<file path="config.mk">
export PLATFORM = sky130hd
export DESIGN_NAME = shell_ctrl_flat
export DESIGN_NICKNAME = d
export VERILOG_FILES = /design/src/rtl/tank_pkg.sv /design/src/rtl/shell_ctrl_if.sv /design/src/rtl/shell_ctrl_key_edge.sv /design/src/rtl/shell_ctrl.sv /design/src/flat_wrapper.sv
export SDC_FILE = /design/constraint.sdc
export NUM_CORES = 1
export LEC_CHECK = 0
export ABC_AREA = 1
export BUFFER_PORTS_ARGS = -buffer_cell sky130_fd_sc_hd__buf_2
export CAP_MARGIN = 20
export CORE_AREA = 4 4 112 82
export DETAILED_ROUTE_END_ITERATION = 10
export DIE_AREA = 0 0 116 86
export GPL_TIMING_DRIVEN = 0
export MAX_ROUTING_LAYER = met4
export PLACE_DENSITY = 0.53
export SYNTH_ARGS = -nofsm -noshare
export SYNTH_HDL_FRONTEND = slang
export SYNTH_SLANG_ARGS = --single-unit
export TNS_END_PERCENT = 50
</file>
<file path="constraint.sdc">
create_clock -name frame_clk -period 1.7 [get_ports frame_clk]
set_input_delay 0.425 -clock frame_clk [delete_from_list [all_inputs] [get_ports frame_clk]]
set_output_delay 0.425 -clock frame_clk [all_outputs]
set_load 0.05 [all_outputs]
</file>
<file path="src/rtl/tank_pkg.sv">
// Shared types and screen constants for the tank game datapath.
package tank_pkg;

  typedef enum logic [1:0] {
    IDLE,
    FLIGHT,
    BURST,
    COOLDOWN
  } shell_state_t;

  localparam logic [7:0] KEY_SPACE    = 8'h2C;
  localparam logic [9:0] SCREEN_Y_MIN = 10'd0;
  localparam logic [9:0] SCREEN_Y_MAX = 10'd479;

  // Zero-extend a screen coordinate so bound arithmetic cannot wrap.
  function automatic logic [10:0] ext11(input logic [9:0] v);
    return {1'b0, v};
  endfunction

endpackage

</file>
<file path="src/rtl/shell_ctrl_if.sv">
// Bundle between the shell controller and its neighbours (tank stage, mapper, collision).
// SHELL_HITCNT_EN adds the hit_count signal to the bundle.
interface shell_ctrl_if;
  logic [7:0] keycode;
  logic [9:0] TankX;
  logic [9:0] TankY;
  logic       hit;
  logic [9:0] ShellX;
  logic [9:0] ShellY;
  logic       shell_active;
  logic       burst;
  logic       ready;
`ifdef SHELL_HITCNT_EN
  logic [7:0] hit_count;

  modport master (
    output keycode, TankX, TankY, hit,
    input  ShellX, ShellY, shell_active, burst, ready, hit_count
  );
  modport slave (
    input  keycode, TankX, TankY, hit,
    output ShellX, ShellY, shell_active, burst, ready, hit_count
  );
`else
  modport master (
    output keycode, TankX, TankY, hit,
    input  ShellX, ShellY, shell_active, burst, ready
  );
  modport slave (
    input  keycode, TankX, TankY, hit,
    output ShellX, ShellY, shell_active, burst, ready
  );
`endif
endinterface

</file>
<file path="src/rtl/shell_ctrl_key_edge.sv">
// One-frame rising pulse when keycode starts matching KEY; shared with the tank movement stage.
module key_edge
  import tank_pkg::*;
#(
  parameter logic [7:0] KEY = KEY_SPACE
) (
  input  logic       frame_clk,
  input  logic       Reset,
  input  logic [7:0] keycode,
  output logic       pulse
);

  logic match;
  logic key_q;

  assign match = (keycode == KEY);
  assign pulse = match & ~key_q;

  always_ff @(posedge frame_clk) begin
    if (Reset) begin
      key_q <= 1'b0;
    end else begin
      key_q <= match;
    end
  end

endmodule

</file>
<file path="src/rtl/shell_ctrl.sv">
// Per-tank shell controller: launch on fire press, fly, burst on hit, then reload cooldown.
// Define SHELL_HITCNT_EN to add a saturating hit_count output.
module shell_ctrl
  import tank_pkg::*;
#(
  parameter logic [7:0] FIRE_KEY        = KEY_SPACE,
  parameter bit         SHELL_DIR       = 1'b0,
  parameter logic [9:0] SHELL_STEP      = 10'd4,
  parameter logic [9:0] SPAWN_OFS       = 10'd8,
  parameter logic [9:0] Y_MIN           = SCREEN_Y_MIN,
  parameter logic [9:0] Y_MAX           = SCREEN_Y_MAX,
  parameter logic [7:0] BURST_FRAMES    = 8'd16,
  parameter logic [7:0] COOLDOWN_FRAMES = 8'd30
) (
  input logic         frame_clk,
  input logic         Reset,
  shell_ctrl_if.slave bus
);

  shell_state_t state_q, state_d;
  logic [7:0]   cnt_q, cnt_d;
  logic [9:0]   shell_x_q, shell_x_d;
  logic [9:0]   shell_y_q, shell_y_d;
  logic         fire_edge;
  logic         spawn_ok;
  logic         at_bound;
  logic [9:0]   spawn_y;

  key_edge #(
    .KEY (FIRE_KEY)
  ) u_fire_edge (
    .frame_clk (frame_clk),
    .Reset     (Reset),
    .keycode   (bus.keycode),
    .pulse     (fire_edge)
  );

  // Bound checks in 11 bits so neither spawn nor motion can wrap past the screen edge.
  always_comb begin
    if (SHELL_DIR) begin
      spawn_ok = !((ext11(bus.TankY) + ext11(SPAWN_OFS)) > ext11(Y_MAX));
      at_bound = (ext11(shell_y_q) + ext11(SHELL_STEP)) > ext11(Y_MAX);
      spawn_y  = bus.TankY + SPAWN_OFS;
    end else begin
      spawn_ok = !(ext11(bus.TankY) < (ext11(Y_MIN) + ext11(SPAWN_OFS)));
      at_bound = ext11(shell_y_q) < (ext11(Y_MIN) + ext11(SHELL_STEP));
      spawn_y  = bus.TankY - SPAWN_OFS;
    end
  end

  always_comb begin
    state_d   = state_q;
    cnt_d     = cnt_q;
    shell_x_d = shell_x_q;
    shell_y_d = shell_y_q;
    unique case (state_q)
      IDLE: begin
        if (fire_edge && spawn_ok) begin
          state_d   = FLIGHT;
          shell_x_d = bus.TankX;
          shell_y_d = spawn_y;
        end
      end
      FLIGHT: begin
        if (bus.hit) begin
          state_d = BURST;
          cnt_d   = BURST_FRAMES - 8'd1;
        end else if (at_bound) begin
          state_d = COOLDOWN;
          cnt_d   = COOLDOWN_FRAMES - 8'd1;
        end else if (SHELL_DIR) begin
          shell_y_d = shell_y_q + SHELL_STEP;
        end else begin
          shell_y_d = shell_y_q - SHELL_STEP;
        end
      end
      BURST: begin
        if (cnt_q == 8'd0) begin
          state_d = COOLDOWN;
          cnt_d   = COOLDOWN_FRAMES - 8'd1;
        end else begin
          cnt_d = cnt_q - 8'd1;
        end
      end
      COOLDOWN: begin
        if (cnt_q == 8'd0) begin
          state_d = IDLE;
        end else begin
          cnt_d = cnt_q - 8'd1;
        end
      end
      default: state_d = IDLE;
    endcase
  end

  always_ff @(posedge frame_clk) begin
    if (Reset) begin
      state_q   <= IDLE;
      cnt_q     <= 8'd0;
      shell_x_q <= 10'd0;
      shell_y_q <= 10'd0;
    end else begin
      state_q   <= state_d;
      cnt_q     <= cnt_d;
      shell_x_q <= shell_x_d;
      shell_y_q <= shell_y_d;
    end
  end

  assign bus.ShellX       = shell_x_q;
  assign bus.ShellY       = shell_y_q;
  assign bus.shell_active = (state_q == FLIGHT);
  assign bus.burst        = (state_q == BURST);
  assign bus.ready        = (state_q == IDLE);

`ifdef SHELL_HITCNT_EN
  logic [7:0] hit_count_q;

  always_ff @(posedge frame_clk) begin
    if (Reset) begin
      hit_count_q <= 8'd0;
    end else if ((state_q == FLIGHT) && bus.hit && (hit_count_q != 8'hFF)) begin
      hit_count_q <= hit_count_q + 8'd1;
    end
  end

  assign bus.hit_count = hit_count_q;
`endif

endmodule

</file>
<file path="src/flat_wrapper.sv">
// flat-port wrapper written by rule: the top's interface ports become plain ports
module shell_ctrl_flat import tank_pkg::*;
#(
  parameter logic [7:0] FIRE_KEY        = KEY_SPACE,
  parameter bit         SHELL_DIR       = 1'b0,
  parameter logic [9:0] SHELL_STEP      = 10'd4,
  parameter logic [9:0] SPAWN_OFS       = 10'd8,
  parameter logic [9:0] Y_MIN           = SCREEN_Y_MIN,
  parameter logic [9:0] Y_MAX           = SCREEN_Y_MAX,
  parameter logic [7:0] BURST_FRAMES    = 8'd16,
  parameter logic [7:0] COOLDOWN_FRAMES = 8'd30
)
  (frame_clk, Reset, bus_keycode, bus_TankX, bus_TankY, bus_hit, bus_ShellX, bus_ShellY, bus_shell_active, bus_burst, bus_ready);
  shell_ctrl_if bus_i ();
  input logic frame_clk;
  input logic Reset;
  input wire logic [$bits(bus_i.keycode)-1:0] bus_keycode;
  input wire logic [$bits(bus_i.TankX)-1:0] bus_TankX;
  input wire logic [$bits(bus_i.TankY)-1:0] bus_TankY;
  input wire logic [$bits(bus_i.hit)-1:0] bus_hit;
  output wire logic [$bits(bus_i.ShellX)-1:0] bus_ShellX;
  output wire logic [$bits(bus_i.ShellY)-1:0] bus_ShellY;
  output wire logic [$bits(bus_i.shell_active)-1:0] bus_shell_active;
  output wire logic [$bits(bus_i.burst)-1:0] bus_burst;
  output wire logic [$bits(bus_i.ready)-1:0] bus_ready;
  assign bus_i.keycode = bus_keycode;
  assign bus_i.TankX = bus_TankX;
  assign bus_i.TankY = bus_TankY;
  assign bus_i.hit = bus_hit;
  assign bus_ShellX = bus_i.ShellX;
  assign bus_ShellY = bus_i.ShellY;
  assign bus_shell_active = bus_i.shell_active;
  assign bus_burst = bus_i.burst;
  assign bus_ready = bus_i.ready;
  shell_ctrl #(.FIRE_KEY(FIRE_KEY), .SHELL_DIR(SHELL_DIR), .SHELL_STEP(SHELL_STEP), .SPAWN_OFS(SPAWN_OFS), .Y_MIN(Y_MIN), .Y_MAX(Y_MAX), .BURST_FRAMES(BURST_FRAMES), .COOLDOWN_FRAMES(COOLDOWN_FRAMES)) u_core (.frame_clk(frame_clk), .Reset(Reset), .bus(bus_i));
endmodule
</file>
======== Word-level counts from Yosys, hierarchy flattened ========
Index checks and enable logic that the tools add are counted.
word-level totals
  register bits ........................... 31
  input port bits ......................... 31
  word-level logic and storage cells ...... 48
cells by class
  add/sub/neg operators ................... 3
  $lt $le $gt $ge ......................... 2
  eq/ne operators ......................... 11
  muxes and demuxes ....................... 15
  bitwise logic cells ..................... 2
  reduce and logical (&&, ||, !) cells .... 10
operator list
  kind                                                                    number
  8-bit 2-to-1 mux                                                        4
  10-bit 2-to-1 mux                                                       3
  8-bit case mux with 3 select lines                                      1
  10-bit case mux with 2 select lines                                     1
  10-bit by 3-bit < comparator with 1-bit output (second input constant)  1
  10-bit by 4-bit < comparator with 1-bit output (second input constant)  1
  2-bit 2-to-1 mux                                                        5
  10-bit by 3-bit subtractor with 10-bit output (second input constant)   1
  10-bit by 4-bit subtractor with 10-bit output (second input constant)   1
  8-bit by 6-bit equality test with 1-bit output (second input constant)  1
  8-bit logical NOT                                                       1
  2-bit case mux with 4 select lines                                      1
  4-bit AND reduction                                                     2
  8-bit by 1-bit subtractor with 8-bit output (second input constant)     1
  2-bit by 1-bit != test with 1-bit output (second input constant)        3
  2-bit != test (second input constant)                                   3
  2-bit equality test (second input constant)                             2
  3-bit by 2-bit != test with 1-bit output (second input constant)        1
  3-bit AND reduction                                                     1
  3-bit nonzero test                                                      1
  2-bit by 1-bit equality test with 1-bit output (second input constant)  1
  2-bit logical NOT                                                       1
  2-bit AND reduction                                                     1
  2-bit nonzero test                                                      1
  4 further kinds                                                         4

======== Logic depth before layout (Yosys ltp) ========
  word-level depth ........................ 5
  depth in mapped cells ................... 11

======== Cells and area by module ========
A second synthesis with hierarchy kept.
unflattened totals
  cell total of the unflattened synthesis .. 305
  area total of the unflattened synthesis .. 1995.7 um^2
modules (own cells, without submodules)
  module      times used  cells an instance  area each (um^2)  seq. area each (um^2)
  shell_ctrl  1           290                1923.1            600.6
  key_edge    1           15                 72.6              20.0

======== Least setup slack after synthesis ========
OpenSTA, ideal clock, no wires.
  kind .................................... reg-to-reg
  from .................................... register u_core.state_q[0]
  to ...................................... register u_core.shell_y_q[7] (netlist: u_core.bus.ShellY[7])
  setup time .............................. 113 ps
  data arrival time ....................... 1742 ps
  setup slack ............................. -155 ps
  cell stages (with the launch flop) ...... 9
  buffers on the path ..................... 1
  period minus slack after synthesis ...... 1855 ps
  cell sequence ........................... dfxtp_1 > inv_1 > ha_1 > nand2_1 > o21ai_4 > nand3_4 > buf_6 > nor2_1 > nor2_1
on the way
  cells in the longest elaborated chain, start to end .. 3
RTL lines
  item                                                                                      line                text
  start, declared                                                                           shell_ctrl.sv:20    shell_state_t state_q, state_d;
  start signal, assigned                                                                    shell_ctrl.sv:103   state_q <= state_d;
  2-bit logical NOT (*)                                                                     --
  named net bus_ready                                                                       flat_wrapper.sv:25  output wire logic [$bits(bus_i.ready)-1:0] bus_ready;
  2-bit by 1-bit != test with 1-bit output (no line) or 2-bit nonzero test (tied branches)  --
  4-bit AND reduction (no line)                                                             --
  end signal, assigned                                                                      shell_ctrl.sv:106   shell_y_q <= shell_y_d;
  end, declared                                                                             shell_ctrl.sv:23    logic [9:0] shell_y_q, shell_y_d;
Mark *: on every way through the listed nets, which the timed path passes. The rest lies on a longest branch.
A chain may end at the register's enable or synchronous reset.

======== Worst setup path after layout ========
  from .................................... register u_core.state_q[1]
  to ...................................... output bus_shell_active
on the way
  cells in the longest elaborated chain, start to end .. 1
RTL lines
  item                                            line                text
  2-bit by 1-bit equality test with 1-bit output  shell_ctrl.sv:112   assign bus.shell_active = (state_q == FLIGHT);
  end, declared                                   flat_wrapper.sv:23  output wire logic [$bits(bus_i.shell_active)-1:0] bus_shell_active;
Every way passes these cells.

==> metrics.txt <==
status finished clean; CTS tree yes; top_reg_cell synth dfxtp_1; Arrival @ worst endpoint 1.24 ns; Clock Path Buffers 2; Leak 1.28 nW; Crit. Startpoint u_core.state_q[1]; Slew @ Worst Pin 0.524 ns; CTS root buf clkbuf_16; crit share post-route 97.8%; fmax 601 MHz; number of enable flip-flop cells after synthesis 0; DRC errors left 0; die height 86 um; Pwr Total 5.10 mW; Seq/Total Area, Yosys 31.4%; worst skew pair latency 0.28 ns; Post-synth top cells nand2_1, nor2_1, inv_1, dfxtp_1, nand3_1; Slew HR 65.1%; CTS sink count 31; I/O pin cnt 54; Worst Skew 0.00267 ns; R2R Path Start u_core.state_q[1]; Critical-path top delay cell dfxtp_2; Fin. Hold Viols 0; synth warn 0; Max Fanout on Critical Path 5; Num CTS Buffers 5; post-synth top area share 31.4%; Worst VDD drop 0.545 mV; setup bufs post-CTS 0; Die W 116 um; syn nets 347; initial core utilization 24.1%; Final HPWL DP 4.05 mm; Distinct cells, synth 26; Hold-fix buffers, CTS 0; crit path capture type output port; largest net degree at the start of global routing 12; fin nets 407; floorplan row count 28; layout cell share with drive strength beyond 1 26.9%; critical setup path kind reg2out; Syn Std Cell Area 0.00198 sq mm; drt first-iter violations 114; Synth area leader dfxtp_1; Core ar. 0.00820 sq mm; Routed Antenna Nets 0; hold wc startpoint bus_TankX[5]; initial antenna violation count 0; largest stage delay on the critical path 0.34 ns; Avg Cell Area, Syn 6.44 sq um; global-route wire length before repair 8.85 mm; Vias 2049; worst min path class in2reg; H-tree depth 2; CP cell instances inv_1 -> ha_2 -> clkbuf_4; gr usage total 11.3%; Worst Hold Slack 0.415 ns; vias in the first global route 1898; clk slew on worst S/H paths 0.05 ns; Initial DRT Pass Iterations 4; final setup fails 0; fraction of registers with async set/reset 0%; Final Max Tran Viols 0; most area-consuming cells after synthesis dfxtp_1, nand2_1, nor2_1; ant diodes 0; Power Dens Cells 1960 mW/mm^2; Die ar. 0.00998 sq mm; total grt overflow 0; CP Data Required Time 1.27 ns; Tmin final 1.66 ns; count of input and output buffers 52; startpoint types register; drt total wl 5.33 mm; area grow syn2layout 31.6%; RSZ-0062 raised after global routing true; Via density 4.33; top-count cell post-synth nand2_1; Mapped Cells 307; synthesized flop and latch total 31; number of max-cap violations 0; Wirelength per Cell 11.3 um; routability cong. 0.772
[area by class of cell]
| cell class | count | area (sq um) |
|---|---|---|
| Buffer | 8 | 53.8 |
| Clock buffer | 5 | 125 |
| Inverter | 39 | 146 |
| Sequential cell | 31 | 626 |
| Clock inverter | 3 | 43.8 |
| Tap cell | 105 | 131 |
| Multi-Input combinational cell | 230 | 1210 |
| Fill cell | 907 | 5600 |
| Timing Repair Buffer | 52 | 268 |
[placed cells by master, fill, tap and decap left out, types with 2 or more instances in the layout]
cell type / n
nand2_1: 75
buf_2: 50
nor2_1: 48
inv_1: 35
nand3_1: 27
dfxtp_1: 27
a21oi_1: 24
o21ai_0: 13
nor2_2: 5
nor2_4: 5
nand2_2: 5
nand4_1: 5
ha_1: 5
clkbuf_16: 5
inv_2: 4
dfxtp_2: 4
nand3_2: 3
clkbuf_1: 3
buf_4: 3
xor2_1: 3
ha_2: 3
clkbuf_4: 2
buf_6: 2
[worst max-delay path, delay by kind of cell, from the launching register on]
kind / cells / cell delay, ns
buffers and inverters: 2 / 0.38
DFF: 1 / 0.34
adders and majority gates: 1 / 0.24
[repair_timing]
| item | 4_1_cts | 5_1_grt |
|---|---|---|
| resized for setup | 5 | 13 |
| pin swaps | 0 | 3 |
| gates cloned | 0 | 1 |
| endpoints found under the setup margin | 4 | 21 |
[state kept, by name, summed over array words and instances, names as in the netlist]
name / flops
u_core.state_q: 2
u_core.u_fire_edge.key_q: 1
u_core.bus.ShellX: 10
u_core.bus.ShellY: 10
u_core.cnt_q: 8
[metal layers]
layer / global-route usage, % / up-vias / part of all wire, % / routed length [um]
met4: 3.37 / 0 / 1.2 / 62
met1: 16.1 / 902 / 53 / 2850
met2: 15.7 / 48 / 41 / 2190
li1: - / 1092 / - / -
met3: 2.75 / 7 / 4.3 / 230
met5: - / - / 0 / 0
[path summary, 6_finish.rpt]
path	endpoint	slack [ns]	cells past startpoint
worst max-delay path	bus_shell_active	0.04	3
worst min-delay path	u_core.bus.ShellX[5]	0.42	3
worst min register to register	u_core.bus.ShellX[0]	0.46	2
worst max register to register	u_core.bus.ShellY[8]	0.10	9
[metrics by stage]
stage                     area (sq um)   TNS, ns  setup slack [ns]  instances  util [%]
after global routing              2600   -0.0340           -0.0212        473      31.7
final                             2600         0            0.0370        473      31.7
after detailed placement          2370  -0.00697          -0.00697        464      29.0
after CTS                         2560    -0.100           -0.0238        472      31.2
after floorplan                   1980         0           0.00425        307         -
after global placement            2370   -0.0115           -0.0115        464      29.0
[where the power goes]
part	leakage, nW	total, mW	switching, mW	internal, mW
logic	0.940	2.96	2.02	0.940
clock network	0.0838	1.03	0.338	0.690
registers	0.253	1.11	0.181	0.926
total	1.28	5.10	2.54	2.56
[logic make-up (layout without fill, tap and decap cells)]
family,Yosys count,in the layout,synth area share [%]
DFF,31,31,31.4
buffers and inverters,47,107,9.94
AOI/OAI and AO/OA,41,41,11.3
adders and majority gates,9,9,5.70
xor gates and xnor gates,4,4,1.77
and+or+nand+nor,175,176,39.8
(Power assumes the default switching activity.)
